**config.mk**
```make
export PLATFORM = sky130hd
export DESIGN_NAME = alu_arbiter
export DESIGN_NICKNAME = d
export VERILOG_FILES = /design/src/rtl/alu_pkg.sv /design/src/rtl/alu_core.sv /design/src/rtl/alu_arbiter.sv
export SDC_FILE = /design/constraint.sdc
export NUM_CORES = 1
export LEC_CHECK = 0
export CORE_UTILIZATION = 52
export DETAILED_ROUTE_END_ITERATION = 8
export HOLD_SLACK_MARGIN = 0.02
export PLACE_DENSITY = 0.95
export SLEW_MARGIN = 20
export SYNTH_ARGS = -nofsm -noshare
export SYNTH_HDL_FRONTEND = slang
export SYNTH_SLANG_ARGS = --single-unit
```
**constraint.sdc**
```tcl
create_clock -name clk -period 5.3 [get_ports clk]
set_input_delay 1.06 -clock clk [delete_from_list [all_inputs] [get_ports clk]]
set_output_delay 1.06 -clock clk [all_outputs]
set_load 0.05 [all_outputs]
```
**src/rtl/alu_pkg.sv**
```systemverilog
// Shared opcode and FSM state definitions for the ALU arbiter slice.
package alu_pkg;

  localparam logic [1:0] ALU_ADD = 2'b00;
  localparam logic [1:0] ALU_OR  = 2'b01;
  localparam logic [1:0] ALU_SUB = 2'b10;
  localparam logic [1:0] ALU_XOR = 2'b11;

  localparam int NUM_REQ = 2;

  typedef enum logic [1:0] {
    IDLE = 2'd0,
    EXEC = 2'd1,
    RESP = 2'd2
  } arb_state_t;

endpackage

```
**src/rtl/alu_core.sv**
```systemverilog
// Combinational N-bit ALU: add/sub/or/xor with carry (borrow on sub) and zero.
module alu_core
  import alu_pkg::*;
#(
  parameter int N = 8
) (
  input  logic [N-1:0] a,
  input  logic [N-1:0] b,
  input  logic [1:0]   op,
  output logic [N-1:0] y,
  output logic         carry,
  output logic         zero
);

  logic [N:0] sum;
  logic [N:0] diff;

  // Bit N of the widened difference is the unsigned borrow (a < b).
  assign sum  = {1'b0, a} + {1'b0, b};
  assign diff = {1'b0, a} - {1'b0, b};

  always_comb begin
    y     = '0;
    carry = 1'b0;
    case (op)
      ALU_ADD: {carry, y} = sum;
      ALU_SUB: {carry, y} = diff;
      ALU_OR:  y = a | b;
      default: y = a ^ b;
    endcase
  end

  assign zero = (y == '0);

endmodule

```
**src/rtl/alu_arbiter.sv**
```systemverilog
// Two-requester round-robin arbiter/sequencer for one shared ALU.
// Define ALU_ARB_FLAGS_EN to add registered resp_carry/resp_zero outputs.
module alu_arbiter
  import alu_pkg::*;
#(
  parameter int N = 8
) (
  input  logic               clk,
  input  logic               rst_n,
  input  logic [NUM_REQ-1:0] req_valid,
  output logic [NUM_REQ-1:0] req_ready,
  input  logic [N-1:0]       a0,
  input  logic [N-1:0]       b0,
  input  logic [1:0]         op0,
  input  logic [N-1:0]       a1,
  input  logic [N-1:0]       b1,
  input  logic [1:0]         op1,
  output logic [NUM_REQ-1:0] resp_valid,
  input  logic [NUM_REQ-1:0] resp_ready,
  output logic [N-1:0]       resp_result,
`ifdef ALU_ARB_FLAGS_EN
  output logic               resp_carry,
  output logic               resp_zero,
`endif
  output logic               grant_id,
  output logic               busy
);

  arb_state_t state, state_nxt;

  logic                      last_ptr;
  logic                      win;
  logic                      accept;
  logic [NUM_REQ-1:0][N-1:0] a_vec, b_vec;
  logic [NUM_REQ-1:0][1:0]   op_vec;
  logic [N-1:0]              a_q, b_q;
  logic [1:0]                op_q;
  logic [N-1:0]              alu_y;
  logic                      alu_c, alu_z;

  assign a_vec  = {a1, a0};
  assign b_vec  = {b1, b0};
  assign op_vec = {op1, op0};

  // A lone requester always wins; on contention the one not last served wins.
  always_comb begin
    win = 1'b1;
    if (req_valid[0]) win = req_valid[1] ? ~last_ptr : 1'b0;
  end

  assign accept     = (state == IDLE) && (|req_valid);
  assign req_ready  = accept ? (win ? 2'b10 : 2'b01) : 2'b00;
  assign resp_valid = (state == RESP) ? (grant_id ? 2'b10 : 2'b01) : 2'b00;
  assign busy       = (state != IDLE);

  always_comb begin
    state_nxt = state;
    case (state)
      IDLE:    if (accept) state_nxt = EXEC;
      EXEC:    state_nxt = RESP;
      RESP:    if (resp_ready[grant_id]) state_nxt = IDLE;
      default: state_nxt = IDLE;
    endcase
  end

  always_ff @(posedge clk or negedge rst_n) begin
    if (!rst_n) state <= IDLE;
    else        state <= state_nxt;
  end

  always_ff @(posedge clk or negedge rst_n) begin
    if (!rst_n) begin
      last_ptr <= 1'b1;
      grant_id <= 1'b0;
      a_q      <= '0;
      b_q      <= '0;
      op_q     <= ALU_ADD;
    end else if (accept) begin
      last_ptr <= win;
      grant_id <= win;
      a_q      <= a_vec[win];
      b_q      <= b_vec[win];
      op_q     <= op_vec[win];
    end
  end

  alu_core #(.N(N)) u_alu (
    .a     (a_q),
    .b     (b_q),
    .op    (op_q),
    .y     (alu_y),
    .carry (alu_c),
    .zero  (alu_z)
  );

  always_ff @(posedge clk or negedge rst_n) begin
    if (!rst_n)              resp_result <= '0;
    else if (state == EXEC)  resp_result <= alu_y;
  end

`ifdef ALU_ARB_FLAGS_EN
  always_ff @(posedge clk or negedge rst_n) begin
    if (!rst_n) begin
      resp_carry <= 1'b0;
      resp_zero  <= 1'b0;
    end else if (state == EXEC) begin
      resp_carry <= alu_c;
      resp_zero  <= alu_z;
    end
  end
`else
  logic unused_flags;
  assign unused_flags = alu_c ^ alu_z;
`endif

endmodule

```
==> flow_summary.yaml, run 1 <==
global_route:
  grt_overflow: 0
  first_global_vias: 1792
  grt.total_usage_pct: 26.3
  grt_max_degree: 31
  antenna_found_initial: 0
  grt_pass1_wl_mm: 8.04
timing:
  fin_crit_sh_pct: 79.6
  finalMaxSlewViolations: 0
  skew_ns: 0.00613
  max_freq_mhz: 237
  hold_viol: 0
  maxSlewHeadroom_pct: 51.4
  fin_tns_setup_ns: 0
  grt_setup_unrepaired: "false"
  setup_ws_ns: 1.08
  tightestPinTransition_ns: 0.729
  fin_crit_ns: 4.22
  setup-violations-final: 0
cts:
  clk_latency_ns: 0.29
  cts_setup_buffers: 0
  cts_htree_levels: 2
  clk_path_buf_depth: 2
  path_clk_slew_ns: 0.06
  cts_root_buffer: "clkbuf_8"
  hold_buffers: 0
  numCtsBuffers: 5
  cts_resized: 0
  cts_tree: "yes"
  numClockSinks: 30
placed_design:
  hpwl_mm: 3.56
  portBuffers: 55
  placed_area_sq_um: 2550
  place_ws_ns: 1.12
  dp.cells: 312
  gp_congestion: 0.792
hold_path:
  hold_class: "reg2reg"
logic_synthesis:
  yosysSeqAreaShare_pct: 38.0
  synth_top_area_share_pct: 36.7
  syn-cell-area_sq_um: 1980
  yosysWarnings: 0
  synth_area_per_cell_sq_um: 9.12
  async_reset_ff_share_pct: 100
  yosys-top-cells-area: "dfrtp_1 (37%), ha_1 (10%), a222oi_1 (9.1%)"
  yosysUniqueCellTypes: 36
  ys.flop_type: "dfrtp_1"
  synth-edff-count: 0
  synth_nets: 276
  synth_top_cell_by_area: "dfrtp_1"
  netlist_instances: 217
  ys_ff_latch: 30
detailed_routing:
  drt_iter0_markers: 155
  drc: 0
  wl_mm: 4.67
  dr.pass1.iters: 6
  drt-vias-per-instance: 5.73
  ant_nets: 0
  num_vias: 1827
  wl_per_cell_microns: 14.6
final_layout:
  fin_nets: 330
  drive_gt1_share_pct: 5.17
  final_area_sq_um: 2630
  fillers: 274
  antennaDiodeCount: 0
  final_cell_mix: "clkdlybuf4s50_1 (55), inv_1 (42), dfrtp_1 (29)"
  layout_commonest_cell: "clkdlybuf4s50_1"
  layout.cells.non_filler: 319
  synthToLayoutAreaGrowth_pct: 33.0
die:
  core_area_sq_um: 3660
  die_w_microns: 63.7
  dieArea_sq_um: 4050
  start_util_pct: 54.0
  dieHeight_microns: 63.7
  num_rows: 22
  ios: 56
critical_path:
  cp.required_ns: 4.24
  worstSetupEndpointType: "output port"
  arrival_ns: 3.16
  critPathLaunchType: "input port"
  crit_fanout: 21
  worstSetupPathType: "in2out"
power_and_ir_drop:
  pwr_density_cell_nw_per_um2: 749
  vdd_drop_max_mv: 0.379
  power_leakage_nw: 1.23
run_status:
  status: "completed"
flow_run:
  max-cap-violations: 0
## path summary, 6_finish.rpt
path	startpoint	to	slack, ns	cells past startpoint
max in group asynchronous	rst_n	last_ptr	3.84	2
min in group asynchronous	rst_n	op_q[0]	1.15	2
setup reg to reg	op_q[1]	resp_result[7]	2.66	9
hold / removal	resp_result[1]	resp_result[1]	0.48	2
hold reg to reg	resp_result[1]	resp_result[1]	0.48	2
setup / recovery	req_valid[0]	req_ready[1]	1.08	4
## cells in the mapped netlist, drive strengths merged (3+ instances only)
cell type and instances:
o21a 4, nor2 16, nand2b 3, nor2b 3, a21o 3, o21ai 16, buf 3, clkbuf 8
and3 3, xnor2 8, dfrtp 29, o211ai 3, a21oi 8, nand2 9, inv 42, mux2 3
ha 16, a222oi 18
## kinds of logic (layout without fill, tap and decap cells)
group / Yosys count / after routing / synth area share [%]
AOI/OAI and AO/OA: 63 / 63 / 23.8
buffers and inverters: 53 / 107 / 10.9
and+or+nand+nor: 43 / 43 / 10.9
DFF: 30 / 30 / 38.0
adders and majority gates: 17 / 17 / 11.1
xor gates and xnor gates: 8 / 8 / 3.54
muxes: 3 / 3 / 1.71
## final cells by class
| type | instances | area (sq um) | area share, % |
|---|---|---|---|
| Timing Repair Buffer | 58 | 573 | 21.8 |
| Inverter | 42 | 158 | 5.99 |
| Multi-Input combinational cell | 134 | 1010 | 38.4 |
| Clock buffer | 7 | 76.3 | 2.90 |
| Sequential cell | 30 | 752 | 28.6 |
| Tap cell | 48 | 60.1 | 2.28 |
## worst max-delay path: stages
cell and delay [ns]:
clkdlybuf4s50_1 0.45, nand2_1 0.08, and3_1 0.63, clkdlybuf4s50_1 0.93
## stage by stage
stage / utilization [%] / hold WS [ns] / total power [W]
after floorplan: - / 0.456 / 0.00144
after global placement: 69.8 / 0.466 / 0.00170
after detailed placement: 69.8 / 0.475 / 0.00177
after CTS: 71.8 / 0.488 / 0.00196
after global routing: 71.8 / 0.510 / 0.00214
final: 71.8 / 0.476 / 0.00197
## registers in the layout (all words and copies together) (netlist names)
signal,cells
grant_id,1
resp_result,8
a_q,8
state,2
b_q,8
last_ptr,1
op_q,2
## power breakdown
group / internal, W / switching [W] / leakage [nW]
combinational: 0.000568 / 0.000759 / 0.833
sequential: 0.000347 / 0.000127 / 0.364
clock: 0.0000900 / 0.0000788 / 0.0383
total: 0.00101 / 0.000964 / 1.23
## metal layers
metal  track usage [%]  part of all wire [%]  vias to the layer above
met5                 0                     0                        -
met4              15.3                   2.7                        0
met3              3.99                   5.0                       11
met2              42.4                    50                       71
met1              33.1                    43                      864
li1                  -                     -                      881
No activity file was read; power rests on OpenSTA's default activity.
==> run 2, diff against run 1 <==
- CORE_UTILIZATION: 52 -> 43
- PLACE_DENSITY: 0.95 -> 0.86
- clock period: 5.3 -> 3.85 ns (I/O delays scaled with it)
==> run 2 against run 1 <==
  * Sequential power up 38%
  * Global-route usage down 7.1 points
  * Utilization down 11 points
  * Flip-flop and latch count unchanged
  * Die area up 20%
  * Critical endpoint unchanged
  * Final area up 1.8%
  * Via count down 3.2%
  * Register-to-register slack worse by 1.4 ns
  * Critical path depth unchanged
  * Combinational power up 35%
==> flow_summary.yaml, run 2 (same netlist as run 1, synthesis figures left out) <==
run_status:
  status: "completed"
critical_path:
  worstSetupPathType: "in2out"
  worstSetupEndpointType: "output port"
  critPathLaunchType: "input port"
  r2r_end: "resp_result[7]"
  crit_fanout: 21
  arrival_ns: 2.20
  cp.required_ns: 3.08
  reg2reg_depth: 9
  r2r-start: "op_q[1]"
  reg2reg_slack_ns: 1.26
power_and_ir_drop:
  pwr_density_cell_nw_per_um2: 1030
  power_leakage_nw: 1.26
  vdd_drop_max_mv: 0.563
flow_run:
  max-cap-violations: 0
detailed_routing:
  wl_per_cell_microns: 13.5
  drc: 0
  num_vias: 1768
  drt-vias-per-instance: 5.46
  wl_mm: 4.37
  ant_nets: 0
  dr.pass1.iters: 6
  drt_iter0_markers: 129
final_layout:
  layout_commonest_cell: "clkdlybuf4s50_1"
  layout.cells.non_filler: 324
  final_cell_mix: "clkdlybuf4s50_1 (53), inv_1 (42), dfrtp_1 (29)"
  final_area_sq_um: 2680
  antennaDiodeCount: 0
  utilization_pct: 61.0
  drive_gt1_share_pct: 6.99
  top_regs: "a_q (8), b_q (8), resp_result (8)"
  synthToLayoutAreaGrowth_pct: 35.3
  fin_nets: 330
die:
  ios: 56
  start_util_pct: 45.1
  dieArea_sq_um: 4880
  dieHeight_microns: 69.8
  num_rows: 24
  die_w_microns: 69.8
  core_area_sq_um: 4380
timing:
  fin_crit_ns: 2.97
  hold_viol: 0
  finalMaxSlewViolations: 0
  tightestPinTransition_ns: 0.680
  setup-violations-final: 0
  max_freq_mhz: 337
  fin_crit_sh_pct: 77.1
  skew_ns: 0.00378
  grt_setup_unrepaired: "false"
  setup_ws_ns: 0.882
  fin_tns_setup_ns: 0
  maxSlewHeadroom_pct: 54.6
hold_path:
  hold_class: "reg2reg"
  hold_end: "resp_result[1]"
  worstHoldPathCells: 2
  worstHoldStart: "resp_result[1]"
cts:
  cts_htree_levels: 2
  hold_buffers: 0
  cts_root_buffer: "clkbuf_8"
  cts_setup_buffers: 0
  path_clk_slew_ns: 0.06
  numCtsBuffers: 5
  cts_resized: 0
  numClockSinks: 30
  clk_path_buf_depth: 2
  cts_tree: "yes"
  clk_latency_ns: 0.29
placed_design:
  portBuffers: 55
  hpwl_mm: 3.27
  place_ws_ns: 0.905
  placed_area_sq_um: 2570
  dp.cells: 316
  gp_congestion: 0.822
global_route:
  grt_pass1_wl_mm: 7.37
  first_global_vias: 1659
  antenna_found_initial: 0
  grt_overflow: 0
  grt.total_usage_pct: 19.1
  grt_max_degree: 31
-- run 2: cell count changes in the layout (fill, tap and decap cells not counted) --
| cell | change |
|---|---|
| buf_4 | +1 |
| buf_12 | +1 |
| clkbuf_1 | -2 |
| clkbuf_8 | +3 |
| clkdlybuf4s50_1 | -2 |
-- run 2: final cells by class --
| cell class | instances | area [sq um] |
|---|---|---|
| tap | 52 | 65.1 |
| fill | 359 | 1710 |
| multi-input combinational | 134 | 1010 |
| clock buffer | 8 | 110 |
| sequential | 30 | 752 |
| timing repair buffer | 58 | 581 |
| inverter | 42 | 158 |
-- run 2: worst max-delay path by stage --
stage	slack (ns)	from	to
after floorplan	1.47	req_valid[0]	req_ready[1]
after global placement	0.92	req_valid[0]	req_ready[1]
after detailed placement	0.91	req_valid[0]	req_ready[1]
after CTS	0.90	req_valid[0]	req_ready[1]
after global routing	0.80	req_valid[0]	req_ready[1]
final	0.88	req_valid[0]	req_ready[1]
-- run 2: routing by layer --
metal | global-route usage, % | part of all wire, % | up-vias
li1 | - | - | 883
met1 | 24.0 | 45 | 810
met2 | 30.9 | 46 | 64
met3 | 4.22 | 6.7 | 11
met4 | 9.78 | 2.9 | 0
met5 | 0 | 0 | -
-- run 2: critical path: stages --
cell and delay, ns:
clkdlybuf4s50_1 0.43, nand2_1 0.07, and3_1 0.60, buf_4 0.32
-- run 2: through the flow --
stage	power (W)	hold slack (ns)
3_3_place_gp	0.00235	0.466
3_5_place_dp	0.00242	0.470
5_1_grt	0.00299	0.515
6_report	0.00275	0.477
2_1_floorplan	0.00199	0.456
4_1_cts	0.00275	0.484
-- run 2: where the power goes --
group          total (W)  switching (W)  leakage (nW)  internal [W]
Sequential      0.000653       0.000175         0.364      0.000478
Combinational    0.00180        0.00102         0.840      0.000784
Clock           0.000296       0.000115        0.0575      0.000180
Total            0.00275        0.00131          1.26       0.00144
==> run 3, diff against run 2 <==
- CORE_UTILIZATION: 43 -> 48
- PLACE_DENSITY: 0.86 -> 0.9
- clock period: 3.85 -> 2.8 ns (I/O delays scaled with it)
==> run 3 against run 2 <==
  * Via count grew 3.2%
  * Global-route usage grew 5.2 points
  * First-iteration DRC count grew 35%
  * Utilization grew 10 points
  * Largest cell class unchanged
==> flow_summary.yaml, run 3 (same netlist as run 1, synthesis figures left out) <==
cts:
  cts_resized: 0
  cts_root_buffer: "clkbuf_8"
  numClockSinks: 30
  cts_setup_buffers: 0
  cts_tree: "yes"
  hold_buffers: 0
  cts_htree_levels: 2
  path_clk_slew_ns: 0.06
  clk_path_buf_depth: 2
  numCtsBuffers: 5
  clk_latency_ns: 0.29
global_route:
  grt_pass1_wl_mm: 7.87
  first_global_vias: 1750
  grt_max_degree: 31
  grt.total_usage_pct: 24.3
  grt_overflow: 0
  antenna_found_initial: 0
timing:
  tightestPinTransition_ns: 0.525
  fin_crit_sh_pct: 85.9
  finalMaxSlewViolations: 0
  fin_crit_ns: 2.40
  grt_setup_unrepaired: "false"
  fin_tns_setup_ns: 0
  skew_ns: 0.00756
  maxSlewHeadroom_pct: 64.9
  setup_ws_ns: 0.396
  setup-violations-final: 0
  hold_viol: 0
  max_freq_mhz: 416
power_and_ir_drop:
  p_sw_share_pct: 47.0
  vdd_drop_max_mv: 0.727
  pwr_density_cell_nw_per_um2: 1420
  pwr-share-clk_pct: 10.9
  p_seq_share_pct: 22.2
  power_switching_w: 0.00181
  pwr-share-comb_pct: 66.9
  intPower_w: 0.00205
  power_w: 0.00386
  power_leakage_nw: 1.28
die:
  start_util_pct: 52.1
  dieArea_sq_um: 4380
  die_w_microns: 66.2
  core_area_sq_um: 3800
  num_rows: 22
  dieHeight_microns: 66.2
  ios: 56
final_layout:
  drive_gt1_share_pct: 7.61
  layout.cells.non_filler: 324
  antennaDiodeCount: 0
  final_cell_mix: "clkdlybuf4s50_1 (53), inv_1 (42), dfrtp_1 (29)"
  layout_commonest_cell: "clkdlybuf4s50_1"
  fin_nets: 334
  top_regs: "a_q (8), b_q (8), resp_result (8)"
  synthToLayoutAreaGrowth_pct: 37.0
detailed_routing:
  num_vias: 1825
  wl_per_cell_microns: 14.2
  drc: 0
  wl_mm: 4.59
  dr.pass1.iters: 6
  drt_iter0_markers: 174
  drt-vias-per-instance: 5.63
  ant_nets: 0
critical_path:
  path_buf_inv: 1
  worstSetupPathType: "reg2reg"
  crit_fanout: 5
  critPathSlowestCell: "dfrtp_1"
  worstSetupEndpointType: "register"
  slowest_delay_ns: 0.42
  cp.required_ns: 3.03
  path_delay_family: "compound AO/OA/AOI/OAI gates"
  critPathMostFrequentCell: "ha_1"
  arrival_ns: 2.63
  cp_cell_sequence: "inv_1 > ha_1 > and3_1 > nor2_1 > xnor2_1 > ha_1 > o211ai_1 > a21o_1 > and3b_1 > o31ai_1 > o21a_1"
  critPathLaunchType: "register"
run_status:
  status: "completed"
hold_path:
  hold_class: "reg2reg"
placed_design:
  dp.cells: 316
  hpwl_mm: 3.53
  place_ws_ns: 0.456
  portBuffers: 55
  gp_congestion: 0.863
flow_run:
  max-cap-violations: 0
-- run 3: cell types whose count changed in the layout (fill, tap and decap cells not counted), sizes merged --
cell | before | now
bufinv | 0 | 1
clkbuf | 8 | 7
buf | 5 | 9
-- run 3: routing by layer --
layer | track usage (%) | vias up | share of wire (%)
li1 | - | 890 | -
met1 | 30.1 | 842 | 42
met2 | 40.1 | 84 | 49
met3 | 5.69 | 9 | 6.6
met4 | 10.9 | 0 | 2.1
met5 | 0 | - | 0
-- run 3: through the flow --
step	area [sq um]	hold slack (ns)	utilization [%]
detailed placement	2600	0.471	68.5
finish	2710	0.473	71.3
CTS	2710	0.484	71.3
floorplan	1980	0.264	-
global route	2710	0.494	71.3
global placement	2600	0.465	68.5
-- run 3: final cells by class --
cell class,count,area [sq um]
timing repair buffer,62,623
tap,48,60.1
clock buffer,7,76.3
sequential,30,752
clock inverter,1,30.0
fill,275,1090
inverter,42,158
multi-input combinational,134,1010
-- run 3: worst min-delay path, delay by kind of cell, from the launching register on --
kind	cells	cell delay [ns]
and+or+nand+nor	1	0.04
AOI/OAI and AO/OA	1	0.05
DFF	1	0.34
-- run 3: power groups by stage --
stage | combinational [W] | clock, W | sequential [W]
final | 0.00258 | 0.000421 | 0.000857
after global routing | 0.00287 | 0.000444 | 0.000882
after CTS | 0.00257 | 0.000425 | 0.000855
after detailed placement | 0.00254 | 0 | 0.000859
after global placement | 0.00246 | 0 | 0.000847
after floorplan | 0.00171 | 0 | 0.00103
-- run 3: final timing paths --
path	startpoint	to	slack, ns	cells after the start
setup / recovery	b_q[0]	resp_result[5]	0.40	11
hold / removal	resp_result[1]	resp_result[1]	0.47	2
setup reg to reg	b_q[0]	resp_result[5]	0.40	11
hold reg to reg	resp_result[1]	resp_result[1]	0.47	2
max in group asynchronous	rst_n	last_ptr	1.83	2
min in group asynchronous	rst_n	a_q[5]	0.65	2
==> RTL change 1 (flow settings as in run 1) <==
`N` is set to 8 in 2 places; all go to 4.
--- a/src/rtl/alu_core.sv
+++ b/src/rtl/alu_core.sv
@@ -2,7 +2,7 @@
 module alu_core
   import alu_pkg::*;
 #(
-  parameter int N = 8
+  parameter int N = 4
 ) (
   input  logic [N-1:0] a,
   input  logic [N-1:0] b,
--- a/src/rtl/alu_arbiter.sv
+++ b/src/rtl/alu_arbiter.sv
@@ -3,7 +3,7 @@
 module alu_arbiter
   import alu_pkg::*;
 #(
-  parameter int N = 8
+  parameter int N = 4
 ) (
   input  logic               clk,
   input  logic               rst_n,
Ports: changed (5 resized); port bits go from 56 to 36. No check against the original RTL was run, so the function may have changed too.
==> RTL change 1 against run 1 <==
  * Worst hold slack improved by 0.013 ns
  * Synthesized cell count down 47%
  * Non-clock buffer count down 22
  * Routed wire length fell by 40%
  * Total power decreased by 46%
  * Clock skew fell by 0.0054 ns
  * Die area fell by 42%
  * Sequential cell count decreased by 12
  * Setup slack better by 0.26 ns
  * Cell area fell by 42%
  * Critical path depth unchanged
  * Synthesized area shrank 43%
==> RTL change 1: results (changes against run 1) <==
| Metric | Value |
|---|---|
| P_leak | 0.7248 nW (-41%) |
| Post-route clock skew | 0.0007018 ns (-0.005428 ns) |
| Final hold slack | 0.4890 ns (+0.01330 ns) |
| Max FO, Critical Path | 13 (-38%) |
| Status | finished clean |
| Seq/Total Area, Yosys | 40.25% (+2.2 points) |
| Final #Nets | 186 (-44%) |
| Port buffer count | 35 (-36%) |
| Worst reg2reg startpoint | b_q[1]$_DFFE_PN0P_ |
| Clock-net power | 0.0890 mW (-47%) |
| Dpl cells | 173 (-45%) |
| Vias per cell | 5.763 (+0.62%) |
| R2r setup slk | 3.04 ns (+0.38 ns) |
| GRT Util Overall | 26.67% (+0.42 points) |
| Peak VDD IR | 418.8 uV (+10%) |
| Data arrival, critical path | 2.90 ns (-0.26 ns) |
| Switching power | 0.5240 mW (-46%) |
| Inserted Clock Buffers | 3 (-2) |
| CP max stage delay | 0.89 ns (-0.04 ns) |
| Period utilisation layout | 74.68% (-4.9 points) |
| GP Congestion | 0.7601 (-4.0%) |
| Comb. pwr | 0.693 mW (-48%) |
| First-pass GRT wire length | 4.740 mm (-41%) |
| Area post-placement | 1480 um^2 (-42%) |
| Final std cells w/o fill | 177 (-45%) |
| Largest regs | a_q x4, b_q x4, resp_result x4 |
| Netlist cell types | 32 (-11%) |
| Sink of the worst hold path | resp_result[0]$_DFFE_PN0N_ |
| Synth Instances | 116 (-47%) |
| Hpwl dp | 2.091 mm (-41%) |
| Syn nets | 151 (-45%) |
| CTS root buf | clkbuf_4 |
-- RTL change 1: final cells by class --
class | instances | area share, %
timing repair buffer | 36 | 23.60
clock buffer | 4 | 2.393
inverter | 23 | 5.693
multi-input combinational | 69 | 36.30
tap | 27 | 2.228
sequential | 18 | 29.79
-- RTL change 1: metal layers --
layer	vias to the layer above	track usage, %	wire length [um]
li1	476	-	-
met1	490	30.75	1075
met2	45	48.59	1527
met3	9	3.145	114
met4	0	13.24	86
met5	-	0	0
-- RTL change 1: worst register-to-register path, cell delays in order, from the launching register on --
cell and delay [ns]:
dfrtp_1 0.41, inv_1 0.10, ha_1 0.28, nand2_1 0.09
a21boi_0 0.24, ha_1 0.27, nor2b_1 0.14, o21a_1 0.22
a2111oi_4 0.32, nor3_1 0.09
-- RTL change 1: cells by family after synthesis --
kind of cell    after synthesis  synth area share [%]
buf+inv                      29                 10.70
fa+ha+maj                     9                 10.70
mux                           2                 2.007
xor+xnor                      3                 2.342
flops                        18                 40.25
compound gates               31                 22.86
simple gates                 24                 11.15
==> RTL change 2 (settings of run 1) <==
Made on the original files. The 3 states of `arb_state_t` get a one-hot encoding in 3 bits.
--- a/src/rtl/alu_pkg.sv
+++ b/src/rtl/alu_pkg.sv
@@ -8,10 +8,10 @@
 
   localparam int NUM_REQ = 2;
 
-  typedef enum logic [1:0] {
-    IDLE = 2'd0,
-    EXEC = 2'd1,
-    RESP = 2'd2
+  typedef enum logic [2:0] {
+    IDLE = 3'b001,
+    EXEC = 3'b010,
+    RESP = 3'b100
   } arb_state_t;
 
 endpackage
Formal check against the unedited RTL: no difference found for any inputs over 10 cycles, from zero or initial values and one cycle with rst_n low; not proved beyond that.
==> RTL change 2 against run 1 <==
  * Register-to-register slack got worse by 0.10 ns
  * Maximum frequency is 2.4% higher
  * Worst hold slack gained 0.0054 ns
  * Setup slack better by 0.097 ns
  * Routed wire length increased by 1.7%
  * Global-route usage fell by 0.82 points
  * Count of clock-buffer cells in the layout fell by 1
  * Non-clock buffer count fell by 1
  * Sequential cell count up 1
  * Total power grew 2.3%
  * Cell area grew 1.0%
  * Core utilization increased by 0.21 points
  * Sequential share of layout area grew 0.69 points
  * Synthesized area increased by 1.6%
  * Critical endpoint is now req_ready[0]
==> RTL change 2: results (changes against run 1) <==
| Metric | Value |
|---|---|
| Peak VDD IR | 416.5 uV (+9.9%) |
| Pin count of the biggest net entering global routing | 32 (+3.2%) |
| Worst R2R End | resp_result[6]$_DFFE_PN0P_ |
| First-pass GRT wire length | 7.914 mm (-1.5%) |
| GRT met2 Usage | 45.48% (+3.1 points) |
| Switching power | 0.9816 mW (+1.8%) |
| Number of global-route vias before repair | 1799 (+0.39%) |
| Syn nets | 272 (-1.4%) |
| Worst setup margin | 1.181 ns (+0.09738 ns) |
| Sink of the worst hold path | resp_result[7]$_DFFE_PN0P_ |
| Netlist cell types | 40 (+11%) |
| R2r setup slk | 2.56 ns (-0.10 ns) |
| Data arrival, critical path | 3.06 ns (-0.10 ns) |
| Post-Syn Area per Cell | 9.440 um^2 (+3.6%) |
| Post-route clock skew | 0.004470 ns (-0.001660 ns) |
| Hpwl dp | 3.581 mm (+0.59%) |
| Area post-placement | 2572 um^2 (+0.74%) |
| Synth top cells by count | inv_1 (40), dfrtp_1 (29), a222oi_1 (18) |
| Vias per cell | 5.772 (+0.78%) |
| Clock-net power | 0.180 mW (+7%) |
| Final #Nets | 326 (-1.2%) |
| Final hold slack | 0.4811 ns (+0.005434 ns) |
| Compound-gate portion of the synthesized area | 24.33% (+0.49 points) |
| Seq/Total Area, Yosys | 38.71% (+0.69 points) |
| Critical Path Sink | req_ready[0] |
| Met3 Resource Use GR | 6.964% (+3.0 points) |
| Top post-synthesis cells by area | dfrtp_1 (36%), ha_1 (10%), a222oi_1 (9.0%) |
| Final std cells w/o fill | 316 (-0.94%) |
| Status | finished clean |
| GRT Util Overall | 25.44% (-0.82 points) |
| Final-layout fill cell count | 270 (-1.5%) |
| Post-Synth XOR/XNOR Area | 5.663% (+2.1 points) |
| Synth Area in Adders | 10.95% (-0.18 points) |
| Layout cells sized above 1 | 7.090% (+1.9 points) |
==> RTL change 2: changes by cell type after synthesis, moves of 4 or more <==
cell      delta
o21ai_0     -11
o21ai_1     +11
nand2_1      +8
nor2_1       -7
clkbuf_1     -4
==> RTL change 2: worst max-delay path: stages <==
cell and delay, ns:
clkdlybuf4s50_1 0.56, nand2_2 0.11, a21oi_4 0.42, clkdlybuf4s50_1 0.91
==> RTL change 2: area by class of cell <==
cell class / instances / area share [%]
multi-input cells: 132 / 38.32
flip-flops and latches: 31 / 29.28
repair buffers: 57 / 21.28
inverters: 40 / 5.650
clock buffers: 6 / 2.731
well taps: 48 / 2.260
clock inverters: 2 / 0.4708
==> RTL change 2: routing by layer <==
metal  wire length, um  vias up
met5                 0        -
met4               137        0
met3               321       16
met2              2400       87
met1              1888      862
li1                  -      859
